===== config.mk =====
export PLATFORM = sky130hd
export DESIGN_NAME = load_store_unit_flat
export DESIGN_NICKNAME = d
export VERILOG_FILES = /design/src/rtl/lsu_pkg.sv /design/src/rtl/lsu_if.sv /design/src/rtl/lsu_lane_merge.sv /design/src/rtl/load_store_unit.sv /design/src/flat_wrapper.sv
export SDC_FILE = /design/constraint.sdc
export NUM_CORES = 1
export LEC_CHECK = 0
export BUFFER_PORTS_ARGS = -buffer_cell sky130_fd_sc_hd__buf_2
export CAP_MARGIN = 10
export CORE_ASPECT_RATIO = 0.6
export CORE_MARGIN = 10
export CORE_UTILIZATION = 55
export CTS_CLUSTER_SIZE = 16
export DETAILED_ROUTE_END_ITERATION = 7
export MAX_ROUTING_LAYER = met4
export PLACE_DENSITY = 0.81
export SYNTH_ARGS = -nofsm -noshare
export SYNTH_HDL_FRONTEND = slang
export SYNTH_SLANG_ARGS = --single-unit
export TNS_END_PERCENT = 100

===== constraint.sdc =====
create_clock -name clk -period 5.05 [get_ports clk]
set_input_delay 0.7575 -clock clk [delete_from_list [all_inputs] [get_ports clk]]
set_output_delay 0.7575 -clock clk [all_outputs]
set_load 0.02 [all_outputs]

===== src/rtl/lsu_pkg.sv =====
// lsu_pkg: shared FSM state, access-size encodings and misalignment rule for the load/store unit
package lsu_pkg;
  typedef enum logic [1:0] {IDLE, RD, WR, RESP} state_t;
  localparam logic [1:0] SZ_BYTE = 2'b00;
  localparam logic [1:0] SZ_HALF = 2'b01;
  localparam logic [1:0] SZ_WORD = 2'b10;
  function automatic logic is_misaligned(input logic [1:0] size, input logic [1:0] off);
    return (size == SZ_HALF && off[0]) || (size == SZ_WORD && off != 2'b00) || size == 2'b11;
  endfunction
endpackage


===== src/rtl/lsu_if.sv =====
// lsu_if: core-side request/response channel of the load/store unit
interface lsu_if #(parameter int AW = 32, parameter int DW = 32);
  logic          req;
  logic          req_we;
  logic [1:0]    req_size;
  logic          req_signed;
  logic [AW-1:0] req_addr;
  logic [DW-1:0] req_wdata;
  logic          busy;
  logic          done;
  logic [DW-1:0] rdata;
  logic          misaligned;
  modport master (output req, req_we, req_size, req_signed, req_addr, req_wdata,
                  input busy, done, rdata, misaligned);
  modport slave (input req, req_we, req_size, req_signed, req_addr, req_wdata,
                 output busy, done, rdata, misaligned);
endinterface


===== src/rtl/lsu_lane_merge.sv =====
// lsu_lane_merge: big-endian lane extract/extend for loads and lane replace for sub-word stores
module lsu_lane_merge
  import lsu_pkg::*;
(
  input  logic [31:0] word,
  input  logic [1:0]  size,
  input  logic [1:0]  off,
  input  logic        sgn,
  input  logic [31:0] wdata,
  output logic [31:0] load_val,
  output logic [31:0] store_val
);
  logic [4:0]  sh_b;
  logic [4:0]  sh_h;
  logic [7:0]  b;
  logic [15:0] h;
  assign sh_b = {~off, 3'b000};
  assign sh_h = {~off[1], 4'b0000};
  assign b = 8'(word >> sh_b);
  assign h = 16'(word >> sh_h);
  assign load_val = size == SZ_BYTE ? {{24{sgn & b[7]}}, b} :
                    size == SZ_HALF ? {{16{sgn & h[15]}}, h} : word;
  assign store_val = size == SZ_BYTE ? (word & ~(32'h0000_00ff << sh_b)) | ({24'b0, wdata[7:0]} << sh_b) :
                     size == SZ_HALF ? (word & ~(32'h0000_ffff << sh_h)) | ({16'b0, wdata[15:0]} << sh_h) :
                     wdata;
endmodule


===== src/rtl/load_store_unit.sv =====
// load_store_unit: single-outstanding load/store FSM with sub-word read-modify-write; LSU_MISALIGN_TRAP_EN rejects misaligned accesses instead of force-aligning
module load_store_unit
  import lsu_pkg::*;
#(
  parameter int AW = 32,
  parameter int DW = 32
) (
  input  logic          clk,
  input  logic          rst_n,
  lsu_if.slave          bus,
  output logic          ram_we,
  output logic [AW-1:0] ram_addr,
  output logic [DW-1:0] ram_din,
  input  logic [DW-1:0] ram_dout
);
  state_t        state;
  logic          l_we;
  logic [1:0]    l_size;
  logic          l_signed;
  logic [AW-1:0] l_addr;
  logic [DW-1:0] l_wdata;
  logic [DW-1:0] word_q;
  logic [DW-1:0] rdata_q;
  logic          mis_q;
  logic [1:0]    a_size;
  logic [AW-1:0] a_addr;
  logic          a_mis;
  logic [31:0]   load_val;
  logic [31:0]   store_val;
`ifdef LSU_MISALIGN_TRAP_EN
  assign a_size = bus.req_size;
  assign a_addr = bus.req_addr;
  assign a_mis  = is_misaligned(bus.req_size, bus.req_addr[1:0]);
`else
  assign a_size = bus.req_size == SZ_BYTE ? SZ_BYTE : bus.req_size == SZ_HALF ? SZ_HALF : SZ_WORD;
  assign a_addr = a_size == SZ_BYTE ? bus.req_addr :
                  a_size == SZ_HALF ? {bus.req_addr[AW-1:1], 1'b0} : {bus.req_addr[AW-1:2], 2'b00};
  assign a_mis  = 1'b0;
`endif
  lsu_lane_merge u_merge (
    .word      (state == RD ? ram_dout : word_q),
    .size      (l_size),
    .off       (l_addr[1:0]),
    .sgn       (l_signed),
    .wdata     (l_wdata),
    .load_val  (load_val),
    .store_val (store_val)
  );
  // Accept, sequence and complete one access at a time; reset aborts anything in flight
  always_ff @(posedge clk) begin
    if (!rst_n) begin
      state    <= IDLE;
      l_we     <= 1'b0;
      l_size   <= 2'b00;
      l_signed <= 1'b0;
      l_addr   <= '0;
      l_wdata  <= '0;
      word_q   <= '0;
      rdata_q  <= '0;
      mis_q    <= 1'b0;
    end else begin
      case (state)
        IDLE: if (bus.req) begin
          l_we     <= bus.req_we;
          l_size   <= a_size;
          l_signed <= bus.req_signed;
          l_addr   <= a_addr;
          l_wdata  <= bus.req_wdata;
          mis_q    <= a_mis;
          state    <= a_mis ? RESP : (bus.req_we && a_size == SZ_WORD) ? WR : RD;
        end
        RD: begin
          word_q <= ram_dout;
          if (!l_we) rdata_q <= load_val;
          state <= l_we ? WR : RESP;
        end
        WR:      state <= RESP;
        default: state <= IDLE;
      endcase
    end
  end
  assign ram_we     = state == WR && rst_n;
  assign ram_addr   = (state == RD || state == WR) ? {l_addr[AW-1:2], 2'b00} : '0;
  assign ram_din    = store_val;
  assign bus.busy   = state != IDLE;
  assign bus.done   = state == RESP;
  assign bus.rdata  = rdata_q;
  assign bus.misaligned = mis_q && state == RESP;
endmodule


===== src/flat_wrapper.sv =====
// flat-port wrapper written by rule: the top's interface ports become plain ports
module load_store_unit_flat import lsu_pkg::*;
#(
  parameter int AW = 32,
  parameter int DW = 32
)
  (clk, rst_n, ram_we, ram_addr, ram_din, ram_dout, bus_req, bus_req_we, bus_req_size, bus_req_signed, bus_req_addr, bus_req_wdata, bus_busy, bus_done, bus_rdata, bus_misaligned);
  lsu_if #(.AW(AW), .DW(DW)) bus_i ();
  input  logic clk;
  input  logic rst_n;
  output logic ram_we;
  output logic [AW-1:0] ram_addr;
  output logic [DW-1:0] ram_din;
  input  logic [DW-1:0] ram_dout;
  input wire logic [$bits(bus_i.req)-1:0] bus_req;
  input wire logic [$bits(bus_i.req_we)-1:0] bus_req_we;
  input wire logic [$bits(bus_i.req_size)-1:0] bus_req_size;
  input wire logic [$bits(bus_i.req_signed)-1:0] bus_req_signed;
  input wire logic [$bits(bus_i.req_addr)-1:0] bus_req_addr;
  input wire logic [$bits(bus_i.req_wdata)-1:0] bus_req_wdata;
  output wire logic [$bits(bus_i.busy)-1:0] bus_busy;
  output wire logic [$bits(bus_i.done)-1:0] bus_done;
  output wire logic [$bits(bus_i.rdata)-1:0] bus_rdata;
  output wire logic [$bits(bus_i.misaligned)-1:0] bus_misaligned;
  assign bus_i.req = bus_req;
  assign bus_i.req_we = bus_req_we;
  assign bus_i.req_size = bus_req_size;
  assign bus_i.req_signed = bus_req_signed;
  assign bus_i.req_addr = bus_req_addr;
  assign bus_i.req_wdata = bus_req_wdata;
  assign bus_busy = bus_i.busy;
  assign bus_done = bus_i.done;
  assign bus_rdata = bus_i.rdata;
  assign bus_misaligned = bus_i.misaligned;
  load_store_unit #(.AW(AW), .DW(DW)) u_core (.clk(clk), .rst_n(rst_n), .bus(bus_i), .ram_we(ram_we), .ram_addr(ram_addr), .ram_din(ram_din), .ram_dout(ram_dout));
endmodule

==> metrics.csv <==
stage,metric,value,unit
setup_path,path_max_fanout,35,
setup_path,path_class,reg2out,
drt,viasPerCell,5.59,
drt,drcViolationCount,0,
synthesis,synth-xor-area-share,0,
synthesis,synth_top_area_frac,0.417,
sta,tightest_slew,1.07,ns
sta,setup-tns-final,0,ns
finish,regArea,2680,um^2
synthesis,synth_top_family_by_area,compound AO/OA/AOI/OAI gates,
clock_tree,clock_latency,0.42,ns
sta,rsz0062_at_grt,no,
global_routing,globalRouteTotalUtil,0.250,
die,rows,30,
placed_design,io_buffers,199,
die,die_area,16600,um^2
sta,period_needed,3.79,ns
clock_tree,cts_setup_buffers,0,
die,dieWidth,160,um
setup_path,critical_path_buf_inv_count,2,
clock_tree,cts_hold_buffers,0,
setup_path,crit_chain,"inv_1, ha_2, mux2_2, a22oi_1, o21ai_0, mux2_2, buf_2",
setup_path,cpMaxStageDelayCell,ha_2,
die,dieHeight,104,um
synthesis,synthAdderAreaFrac,0.00973,
setup_path,cp.arrival,3.03,ns
finish,drive_gt1_frac,0.300,
synthesis,ys_seq_area_frac,0.417,
setup_path,cp-start-kind,flop,
die,initial_core_util,0.565,
power,pwr_density_cell,616,nW/um^2
synthesis,syn_area_per_cell,8.40,um^2
clock_tree,cts_inserted_buffers,17,
sta,clock_skew,0.00820,ns
run_status,outcome,"finished, final reports clean",
finish,fill_cells,916,
synthesis,synth_common_cells,"nand2_1, dfxtp_1, o21ai_0, a21boi_0, clkbuf_1",
synthesis,yosysWarnings,0,
synthesis,synth_edf_count,0,
synthesis,yosysMostFrequentCell,nand2_1,
drt,wl,20900,um
global_routing,grt_max_degree,72,
synthesis,yosys.area_share.simple,0.196,
setup_path,crit_required,4.29,ns
drt,drtIter0Drc,560,
synthesis,synth-compound-area-share,0.241,
clock_tree,clk_path_buf_depth,2,
clock_tree,cts_sinks,134,
sta,finalSetupViolations,0,
setup_path,cp_slowest_stage_delay,0.89,ns
run,drv_cap,0,
sta,maxSlewViolCount,0,
drt,vias,6150,
synthesis,synth_area,6430,um^2
synthesis,synth_top_flop_cell,dfxtp_1,
finish,nNetsFinal,1034,
synthesis,ys_ff_latch,134,
drt,wl_per_cell,19.0,um
power,ir_drop,295,uV
setup_path,cp_common_cell,mux2_2,
synthesis,synth_area_leaders,"dfxtp_1, nand2_1, a21boi_0, o21ai_0, and2_1",
setup_path,end_kind,primary output,
clock_tree,path_clk_slew,0.06,ns
clock_tree,cts_tree,yes,
worst_hold_path,hold_class,reg2reg,
sta,slew-limit-headroom,0.284,
setup_path,cpLargestDelayFamily,adder cells,
finish,area_growth,25.6,%
sta,fmax,0.264,GHz
global_routing,grt_pass1_wl,32900,um
placed_design,place.gp.congestion,0.952,
global_routing,overflow,0,
clock_tree,root_buffer,clkbuf_16,
sta,timing.hold.ws,0.458,ns
synthesis,synth_cells,766,
global_routing,antenna_found_initial,2,
placed_design,dp_hpwl,15000,um
synthesis,ys_types,39,
synthesis,synthMuxAreaShare,0.0905,
sta,min_period_over_period,0.750,
sta,hold_viol,0,
die,coreArea,11400,um^2
synthesis,yosys.area.top_type,dfxtp_1,
clock_tree,ctsResizeCount,0,
global_routing,grt_pass1_vias,5853,
power,cellLeakagePower,3.50,nW
die,ios,203,
drt,drt_first_pass_iters,6,
finish,multi_input_area,3480,um^2
synthesis,async_reset_ff_frac,0,
clock_tree,htree_levels,4,
drt,postRouteAntennaNets,0,
==> where the power goes <==
group | internal, mW | switching, mW
clock network | 0.879 | 0.494
logic | 0.719 | 1.38
registers | 1.33 | 0.177
==> state kept, by name, summed over array words and instances, names as in the netlist <==
name	count
u_core.bus.rdata	32
u_core.l_addr	32
u_core.l_signed	1
u_core.l_size	2
u_core.l_wdata	32
u_core.l_we	1
u_core.state	2
u_core.word_q	32
==> cell usage in the layout, fill, tap and decap left out, types with 10 or more instances in the layout <==
cell type / netlist / final
mux2i_1: 24 / 24
nand2_1: 182 / 181
mux2_2: 21 / 21
buf_2: 3 / 199
a31oi_2: 10 / 10
a21boi_0: 68 / 68
dfxtp_1: 134 / 134
and2_1: 50 / 49
clkbuf_16: 0 / 17
nor2b_1: 19 / 18
nor2_1: 13 / 13
o21ai_0: 78 / 78
a22oi_1: 25 / 25
a31oi_1: 22 / 22
==> through the flow <==
| stage | total power, mW | instance area [um^2] | utilization | setup WS [ns] | cells |
|---|---|---|---|---|---|
| CTS | 4.97 | 8070 | 0.710 | 1.27 | 1099 |
| global placement | 3.57 | 7420 | 0.652 | 1.75 | 1067 |
| finish | 4.98 | 8080 | 0.710 | 1.26 | 1101 |
| floorplan | 2.93 | 6440 | - | 2.19 | 768 |
| detailed placement | 3.60 | 7420 | 0.652 | 1.71 | 1067 |
| global route | 5.26 | 8080 | 0.710 | 1.11 | 1101 |
==> kinds of logic (layout without fill, tap and decap cells) <==
| logic type | after synthesis | in the layout |
|---|---|---|
| AO/OA/AOI/OAI | 227 | 227 |
| adder cells (fa/ha/maj) | 5 | 5 |
| buffers and inverters | 70 | 241 |
| flip-flops | 134 | 134 |
| multiplexers | 51 | 51 |
| other | 1 | 5 |
| AND/OR/NAND/NOR | 278 | 278 |
==> path summary, 6_finish.rpt <==
path	start	endpoint	slack, ns	depth (start not counted)
setup / recovery	u_core.state[1]	ram_din[26]	1.26	7
hold / removal	u_core.l_addr[9]	u_core.l_addr[9]	0.46	2
setup reg to reg	u_core.state[1]	u_core.bus.rdata[17]	1.83	6
hold reg to reg	u_core.l_addr[9]	u_core.l_addr[9]	0.46	2
==> worst reg2reg max path, cell delays in order, from the launching register on <==
cell and delay [ns]:
dfxtp_1 0.34, inv_1 0.11, ha_2 0.89, mux2_4 0.42
mux4_2 0.53, a31oi_4 0.59, a31oi_1 0.19
==> layout make-up <==
class,count,share of cell area
Antenna cell,2,0.000620
Clock inverter,15,0.0282
Tap cell,160,0.0248
Sequential cell,134,0.332
Multi-Input combinational cell,564,0.430
Clock buffer,17,0.0527
Timing Repair Buffer,206,0.130
Inverter,3,0.00139
==> routing by layer <==
layer,GRT usage,share of wire
met1,0.340,0.46
met2,0.341,0.42
met3,0.0945,0.11
met4,0.0593,0.014
met5,-,0
Power figures use the tool's default switching activity.
